**src/rtl/mult_rr_sched.sv**
```systemverilog
// rtl/mult_rr_sched.sv - round-robin scheduler sharing one init/done shift-add multiplier
// Optional watchdog on the multiplier wait: MULT_TIMEOUT_EN.
module mult_rr_sched #(
    parameter int NREQ = 4,
    parameter int W    = 4,
    parameter int TMO  = 64,
    localparam int ID_W = (NREQ > 1) ? $clog2(NREQ) : 1
) (
    input  logic              clk,
    input  logic              rst_n,
    input  logic [NREQ-1:0]   req,
    input  logic [NREQ*W-1:0] a_in,
    input  logic [NREQ*W-1:0] b_in,
    output logic [NREQ-1:0]   gnt,
    output logic              rsp_valid,
    output logic [ID_W-1:0]   rsp_id,
    output logic [2*W-1:0]    rsp_prod,
    output logic              rsp_err,
    output logic              busy,
    output logic              m_init,
    output logic [W-1:0]      m_a,
    output logic [W-1:0]      m_b,
    input  logic              m_done,
    input  logic [2*W-1:0]    m_result
);

    typedef enum logic [2:0] {
        S_IDLE,
        S_ISSUE,
        S_WAIT,
        S_CAPT,
        S_REL
    } state_t;

    state_t            r_state;
    state_t            w_next;
    logic [ID_W-1:0]   r_ptr;
    logic [ID_W-1:0]   r_id;
    logic [NREQ-1:0]   r_gnt;
    logic              r_rsp_valid;
    logic [ID_W-1:0]   r_rsp_id;
    logic [2*W-1:0]    r_rsp_prod;
    logic              r_m_init;
    logic [W-1:0]      r_m_a;
    logic [W-1:0]      r_m_b;
    logic              w_found;
    logic [ID_W-1:0]   w_idx;
    logic [ID_W-1:0]   w_j;
    logic [ID_W-1:0]   w_ptr_nxt;
    logic              w_start;
    logic              w_tmo;

    // First requester at or above the pointer, wrapping at NREQ.
    always_comb begin
        w_found = 1'b0;
        w_idx   = '0;
        w_j     = '0;
        for (int k = 0; k < NREQ; k++) begin
            w_j = ID_W'((int'(r_ptr) + k) % NREQ);
            if (!w_found && req[w_j]) begin
                w_found = 1'b1;
                w_idx   = w_j;
            end
        end
    end

    assign w_ptr_nxt = ID_W'((int'(w_idx) + 1) % NREQ);
    // A done level left over from a previous job blocks new grants.
    assign w_start   = w_found && !m_done;

`ifdef MULT_TIMEOUT_EN
    localparam int CW = $clog2(TMO + 1);
    logic [CW-1:0] r_tmo_cnt;
    logic          r_tmo_hit;
    logic          r_rsp_err;

    assign w_tmo = !m_done && (r_tmo_cnt == CW'(TMO - 1));

    always_ff @(posedge clk or negedge rst_n) begin
        if (!rst_n) begin
            r_tmo_cnt <= '0;
            r_tmo_hit <= 1'b0;
            r_rsp_err <= 1'b0;
        end else begin
            r_rsp_err <= 1'b0;
            if (r_state == S_ISSUE) begin
                r_tmo_cnt <= '0;
                r_tmo_hit <= 1'b0;
            end else if (r_state == S_WAIT) begin
                r_tmo_cnt <= r_tmo_cnt + 1'b1;
                if (w_tmo) r_tmo_hit <= 1'b1;
            end else if (r_state == S_CAPT) begin
                r_rsp_err <= r_tmo_hit;
            end
        end
    end
    assign rsp_err = r_rsp_err;
`else
    assign w_tmo   = 1'b0;
    assign rsp_err = 1'b0;
`endif

    always_ff @(posedge clk or negedge rst_n) begin
        if (!rst_n) r_state <= S_IDLE;
        else        r_state <= w_next;
    end

    always_comb begin
        w_next = r_state;
        case (r_state)
            S_IDLE:  if (w_start) w_next = S_ISSUE;
            S_ISSUE: w_next = S_WAIT;
            S_WAIT:  if (m_done || w_tmo) w_next = S_CAPT;
            S_CAPT:  w_next = S_REL;
            S_REL:   if (!m_done) w_next = S_IDLE;
            default: w_next = S_IDLE;
        endcase
    end

    always_ff @(posedge clk or negedge rst_n) begin
        if (!rst_n) begin
            r_ptr       <= '0;
            r_id        <= '0;
            r_gnt       <= '0;
            r_rsp_valid <= 1'b0;
            r_rsp_id    <= '0;
            r_rsp_prod  <= '0;
            r_m_init    <= 1'b0;
            r_m_a       <= '0;
            r_m_b       <= '0;
        end else begin
            r_gnt       <= '0;
            r_rsp_valid <= 1'b0;
            case (r_state)
                S_IDLE: begin
                    if (w_start) begin
                        r_gnt <= NREQ'(1) << w_idx;
                        r_m_a <= a_in[w_idx*W +: W];
                        r_m_b <= b_in[w_idx*W +: W];
                        r_id  <= w_idx;
                        r_ptr <= w_ptr_nxt;
                    end
                end
                S_ISSUE: r_m_init <= 1'b1;
                S_CAPT: begin
                    r_rsp_valid <= 1'b1;
                    r_rsp_id    <= r_id;
                    r_m_init    <= 1'b0;
`ifdef MULT_TIMEOUT_EN
                    r_rsp_prod  <= r_tmo_hit ? '0 : m_result;
`else
                    r_rsp_prod  <= m_result;
`endif
                end
                default: ;
            endcase
        end
    end

    assign gnt       = r_gnt;
    assign rsp_valid = r_rsp_valid;
    assign rsp_id    = r_rsp_id;
    assign rsp_prod  = r_rsp_prod;
    assign busy      = (r_state != S_IDLE);
    assign m_init    = r_m_init;
    assign m_a       = r_m_a;
    assign m_b       = r_m_b;

endmodule
```
**config.mk**
```make
export PLATFORM = sky130hd
export DESIGN_NAME = mult_rr_sched
export DESIGN_NICKNAME = d
export VERILOG_FILES = /design/src/rtl/mult_rr_sched.sv
export SDC_FILE = /design/constraint.sdc
export NUM_CORES = 1
export LEC_CHECK = 0
export CORE_MARGIN = 2
export CORE_UTILIZATION = 40
export DETAILED_ROUTE_END_ITERATION = 8
export PLACE_DENSITY = 0.86
export SYNTH_ARGS = -nofsm -noshare
export SYNTH_HDL_FRONTEND = slang
export SYNTH_SLANG_ARGS = --single-unit
```
**constraint.sdc**
```tcl
create_clock -name clk -period 1.8 [get_ports clk]
set_input_delay 0.27 -clock clk [delete_from_list [all_inputs] [get_ports clk]]
set_output_delay 0.27 -clock clk [all_outputs]
set_load 0.01 [all_outputs]
```
# [After elaboration in Yosys (flattened, before gate mapping)]
# Index checks and enable logic that the tools add are counted.
[word_totals] reg_bits=31 in_bits=47
[op_classes] addsub=4 order_cmp=4 eq_ne=7 shifts=3 mux=24 n_reduce_logical=13
[op_table] op="indexed part select 16 x 5 -> 4 bit" count=2
[op_table] op="one-hot mux 3 bit (5 select lines)" count=1
[op_table] op="less-than comparator 2 x 3 -> 1 bit (second input constant)" count=4
[op_table] op="2-to-1 mux 1 bit" count=9
[op_table] op="2-to-1 mux 3 bit" count=3
[op_table] op="binary-select mux 1 bit (select 2 bit)" count=4
[op_table] op="2-to-1 mux 2 bit" count=4
[op_table] op="2-to-1 mux 4 bit" count=2
[op_table] op="equality test 3 x 2 -> 1 bit (second input constant)" count=2
[op_table] op="inequality test 2 bit (second input constant)" count=3
[op_table] op="adder 2 x 1 -> 2 bit (second input constant)" count=2
[op_table] op="adder 2 bit (second input constant)" count=2
[op_table] op="logical AND 1 bit" count=4
[op_table] op="logical NOT 1 bit" count=4
[op_table] op="left shift 1 x 2 -> 4 bit (first input constant)" count=1
[op_table] op="equality test 3 x 1 -> 1 bit (second input constant)" count=1
[op_table] op="equality test 3 bit (second input constant)" count=1
[op_table] op="logical NOT 3 bit" count=1
[op_table] op="AND reduction 3 bit" count=1
[op_table] op="nonzero test 3 bit" count=1
[op_table] op="one-hot mux 1 bit (2 select lines)" count=1
[op_table] op="AND reduction 2 bit" count=1
[op_table] op="nonzero test 2 bit" count=1

# [Longest topological paths before layout]
[logic_depth] depth_word=15 depth_mapped=7

# [Worst setup path after synthesis]
# OpenSTA, ideal clock, no wires.
[synth_path] path_kind="flip-flop to flip-flop" from="reg r_ptr[1]" to="reg r_m_a[0] (netlist: m_a[0])" t_arrival_ns=1.450 setup_slack_ns=0.211 stages_incl_launch_ff=8 path_buffers=2 synth_period_minus_slack_ns=1.589 cell_sequence="dfrtp_1 -> buf_6 -> mux2i_1 -> o22ai_2 -> nor2_8 -> buf_6 -> mux2i_1 -> o221ai_1"
[synth_via] elab_chain_cells=14
[synth_lines] element="start, declared" line="37" rtl="logic [ID_W-1:0] r_ptr;"
[synth_lines] element="start signal, assigned" line="141" rtl="r_ptr <= w_ptr_nxt;"
[synth_lines] element="parallel branches: the longest is 14 deep, another holds adder 2 x 1 -> 2 bit"
[synth_lines] element="end signal, assigned" line="138" rtl="r_m_a <= a_in[w_idx*W +: W];"
[synth_lines] element="end, declared" line="44" rtl="logic [W-1:0] r_m_a;"
# Parallel ways; which one is timed is not known. The select of a mux whose other input is x is not followed.
# A chain may end at the register's enable or synchronous reset.

# [Final worst setup path]
[layout_path] from="in req[0]" to="reg r_m_a[3] (netlist: m_a[3])"
[layout_via] elab_chain_cells=14
[layout_lines] element="start, declared" line="11" rtl="input logic [NREQ-1:0] req,"
[layout_lines] element="parallel branches: the longest is 14 deep, another holds binary-select mux 1 bit (select 2 bit)"
# Parallel ways; which one is timed is not known. The select of a mux whose other input is x is not followed.

==> summary by stage <==
Run status
The run finished with clean final reports.

Routing
Using the TritonRoute via totals, the vias-per-cell ratio works out to 4.903. Across all layers, the routed design uses 1412 vias. The remaining antenna violation count after routing is 0. The final layout contains routed wiring with a total length of 3626 um. After detailed routing, the number of remaining DRC violations is 0. The starting DRC count in detailed routing is 65. The per-cell routed wire length is 12.59 um. The number of iterations in the first detailed-routing pass is 4.

Synth
In this run the biggest area consumer among cell types represents 52.06% of the synthesized area. The simple-gate share of the synthesized area is 20.32%. The count of different cell masters after synthesis is 31. The yosys synthesis warning count is 0.

When the netlist entered floorplanning its net count stood at 197. The adder-cell share of the synthesized area is 0%. Summing the areas of all compound-gate instances in the mapped netlist gives 11.17% of the synthesized area. The flip-flop and latch count after synthesis is 31. After synthesis, the largest family of logic cells by area is simple AND/OR/NAND/NOR gates.

Yosys attributes the largest share of cell area to dfrtp_1 52%, nand2_1 12%, mux2i_1 11%. The biggest area consumer among synthesized cells is dfrtp_1. The xor/xnor share of the synthesized area is 0.5877%. The multiplexer fraction of the synthesized cell area is 11.42%.

Of the synthesized area, sequential elements account for 52.06%. Synthesis produced a netlist whose cell count is 150. Each instance of the synthesized netlist takes up on average 9.935 um^2. The synthesized netlist occupies a cell area of 1490 um^2.

STA
Once routing completed, OpenROAD measured the worst setup slack at 86.11 ps. Timing would allow up to 0.5835 GHz. The clock period minus final worst setup slack is 1714 ps.

The final-report max-slew violation count is 0. The worst hold margin is 392.6 ps. Setup repair after global routing could not meet its margin everywhere.

The total count of hold-check failures in the final report is 0. The largest clock skew in the final design is 4.326 ps. Of the available clock period, the critical path in the final layout requires 95.22%. The final count of negative-setup-slack endpoints is 0.

Clock network
The count of hold buffers inserted by post-cts repair is 0. Clock tree synthesis inserted a total of 5 buffers. The number of sinks driven by the clock tree is 31. The number of gates resized after CTS was 1. TritonCTS built the clock tree. The buffer type at the clock tree root is clkbuf_8. The CTS clock-pin slew for the worst setup and hold paths is 70 ps. The H-tree generated during clock tree synthesis spans 2 levels.

The number of setup buffers added after CTS is 0. At the later pin of the worst-skew pair, clock insertion delay measures 270 ps. The maximum clock insertion buffer count is 2.

Pwr
The sequential fraction of design power is 32.8%. The switching portion of total power is 33.60%. The internal portion of the total power is 0.002425 W. The static power due to leakage is 1.157 nW.

The clock network is responsible for 19.1% of the overall power. The power spent charging and discharging nets is 0.001227 W. The worst-case IR drop observed on VDD is 0.7278 mV. The share of total power dissipated in combinational logic is 48.1%. The cell area power density is 1462 nW/um^2.

Global routing
The first-pass GRT wire length is 5954 um. The pin count of the biggest net entering global routing is 32. The initial antenna violation count is 0. The via count of the first global-routing pass was 1400.

Across every metal layer, demand over resource in global routing totals 18.26%. The final global-route overflow total is 0.

Floorplanning
The count of standard-cell rows is 22. 73 I/O pins were placed. The die is 65.04 um tall.

The region available for standard cell placement spans 3633 um^2. The die width is 65.04 um. For this configuration, the core starts out at a cell density of 41.01%.

The overall die area is 4230 um^2.

Cells and area
The repair_antennas step left the layout with diodes totalling 0. The top cell types in the final layout, fill and taps aside, are 70 x clkdlybuf4s50_1, 49 x nand2_1, 30 x dfrtp_1, 19 x buf_4, 17 x mux2i_1. The final cell utilization of the core is 68.77%. The filler cells instantiated in the layout total 299.

The growth of design area from synthesis to finish is 67.67%. The net count reported at finish is 286. After routing the design area is 2499 um^2.

The layout cell share with drive strength beyond 1 is 14.58%. The most common library cell in the layout ignoring fill and taps is clkdlybuf4s50_1.

Setup path
In this run the worst path has a maximum fanout of 5. The signal on the critical path passes through clkdlybuf4s50_1 > a21oi_1 > o21a_1 > o22ai_2 > or2_1 > buf_4 > o221ai_1. The slowest stage of the critical path is the clkdlybuf4s50_1 cell. The critical path contains buffers and inverters numbering 2 combined. The dominant delay contributor by cell family on the critical path is compound AO/OA/AOI/OAI gates. STA puts the critical path data arrival time at 1890 ps.

In this design, the stage delay of the slowest critical-path cell is 490 ps. The required time at the endpoint of the critical path is 1980 ps. STA classifies the critical path startpoint as a primary input. STA classifies the critical path endpoint as a flop.

The worst setup path is of the primary input to flop kind.

Worst hold path
In this run the worst hold path is classified as primary input to async pin.

Placed design
The HPWL after detailed placement is 2692 um. OpenSTA, run right after detailed placement, puts the worst setup slack at -138.9 ps. The count of buffers added on input and output ports is 71. Summing all placed instances gives a cell area of 2369 um^2. Routability-driven placement finished with a final weighted congestion of 0.7781.

Job
Max-cap violations in this run came to 0.
==> per-layer routing <==
layer / up-vias / share of wire [%] / track usage (%)
li1: 690 / - / -
met1: 670 / 39 / 20.29
met2: 44 / 53 / 33.25
met3: 8 / 6.4 / 5.729
met4: 0 / 0.99 / 5.469
met5: - / 0 / 0
==> Yosys cell counts <==
cell type and n:
a21oi_1 4, a21oi_2 1, buf_1 1, buf_2 2, buf_4 1, buf_6 2
clkbuf_1 3, conb_1 1, dfrtp_1 31, inv_1 2, mux2i_1 17, nand2_1 49
nand2b_1 5, nand3b_1 1, nor2_1 5, nor2_8 1, nor3_1 2, nor4_1 1
nor4_2 1, o21a_1 1, o21ai_0 1, o21ai_1 1, o21bai_1 2, o221ai_1 8
o22a_1 1, o22ai_1 1, o22ai_2 1, o31ai_1 1, or2_1 1, or3_1 1
xnor2_1 1
==> sequential cells by signal, indices dropped and copies added, names as in the netlist <==
signal and cells:
m_init 1, r_ptr 2, r_id 2, m_b 4, rsp_id 2, rsp_valid 1, gnt 4, rsp_prod 8
m_a 4, r_state 3
==> per-stage QoR <==
stage	total power, W	cells	TNS (ps)
detailed placement	0.002967	280	-1238
CTS	0.003673	288	0
floorplan	0.002072	150	0
global route	0.003899	288	-28.12
finish	0.003652	288	0
global placement	0.002915	280	-587.2
==> power by group through the flow <==
stage                     registers, W  clock network [W]  logic [W]
after floorplan                0.00127                  0   0.000803
after global placement         0.00119                  0    0.00173
after detailed placement       0.00119                  0    0.00177
after CTS                      0.00119           0.000709    0.00177
after global routing           0.00123           0.000746    0.00193
final                          0.00120           0.000699    0.00176
==> layout make-up <==
cell class | instances | area [um^2] | share of cell area [%]
multi-input combinational | 108 | 664.4 | 26.59
timing repair buffer | 91 | 872.1 | 34.90
sequential | 31 | 777.0 | 31.10
clock buffer | 6 | 82.58 | 3.305
clock inverter | 2 | 35.03 | 1.402
inverter | 2 | 7.507 | 0.3005
tap | 48 | 60.06 | 2.404
==> worst paths after layout <==
| path | from | end | slack, ps | depth (start not counted) |
|---|---|---|---|---|
| min in group clk | r_id[0] | rsp_id[0] | 470 | 2 |
| max in group asynchronous | rst_n | r_ptr[1] | 1110 | 2 |
| min | rst_n | rsp_prod[1] | 390 | 2 |
| max | req[0] | m_a[3] | 90 | 7 |
| min reg2reg | r_id[0] | rsp_id[0] | 470 | 2 |
| max reg2reg | r_ptr[1] | m_a[3] | 110 | 6 |
==> worst register-to-register path: stages, from the launching register on <==
cell and delay (ps):
dfrtp_2 440, mux2i_1 250, o22ai_2 160, nor2_8 140, buf_12 170, mux2i_1 240
o221ai_1 150
==> logic make-up (layout without fill, tap and decap cells) <==
kind of cell              count (synthesis)  in the layout
other                                     1              1
and+or+nand+nor                          67             67
DFF                                      31             31
xor gates and xnor gates                  1              1
AOI/OAI and AO/OA                        22             22
muxes                                    17             17
buffers and inverters                    11            101
No activity file was read; power rests on OpenSTA's default activity.
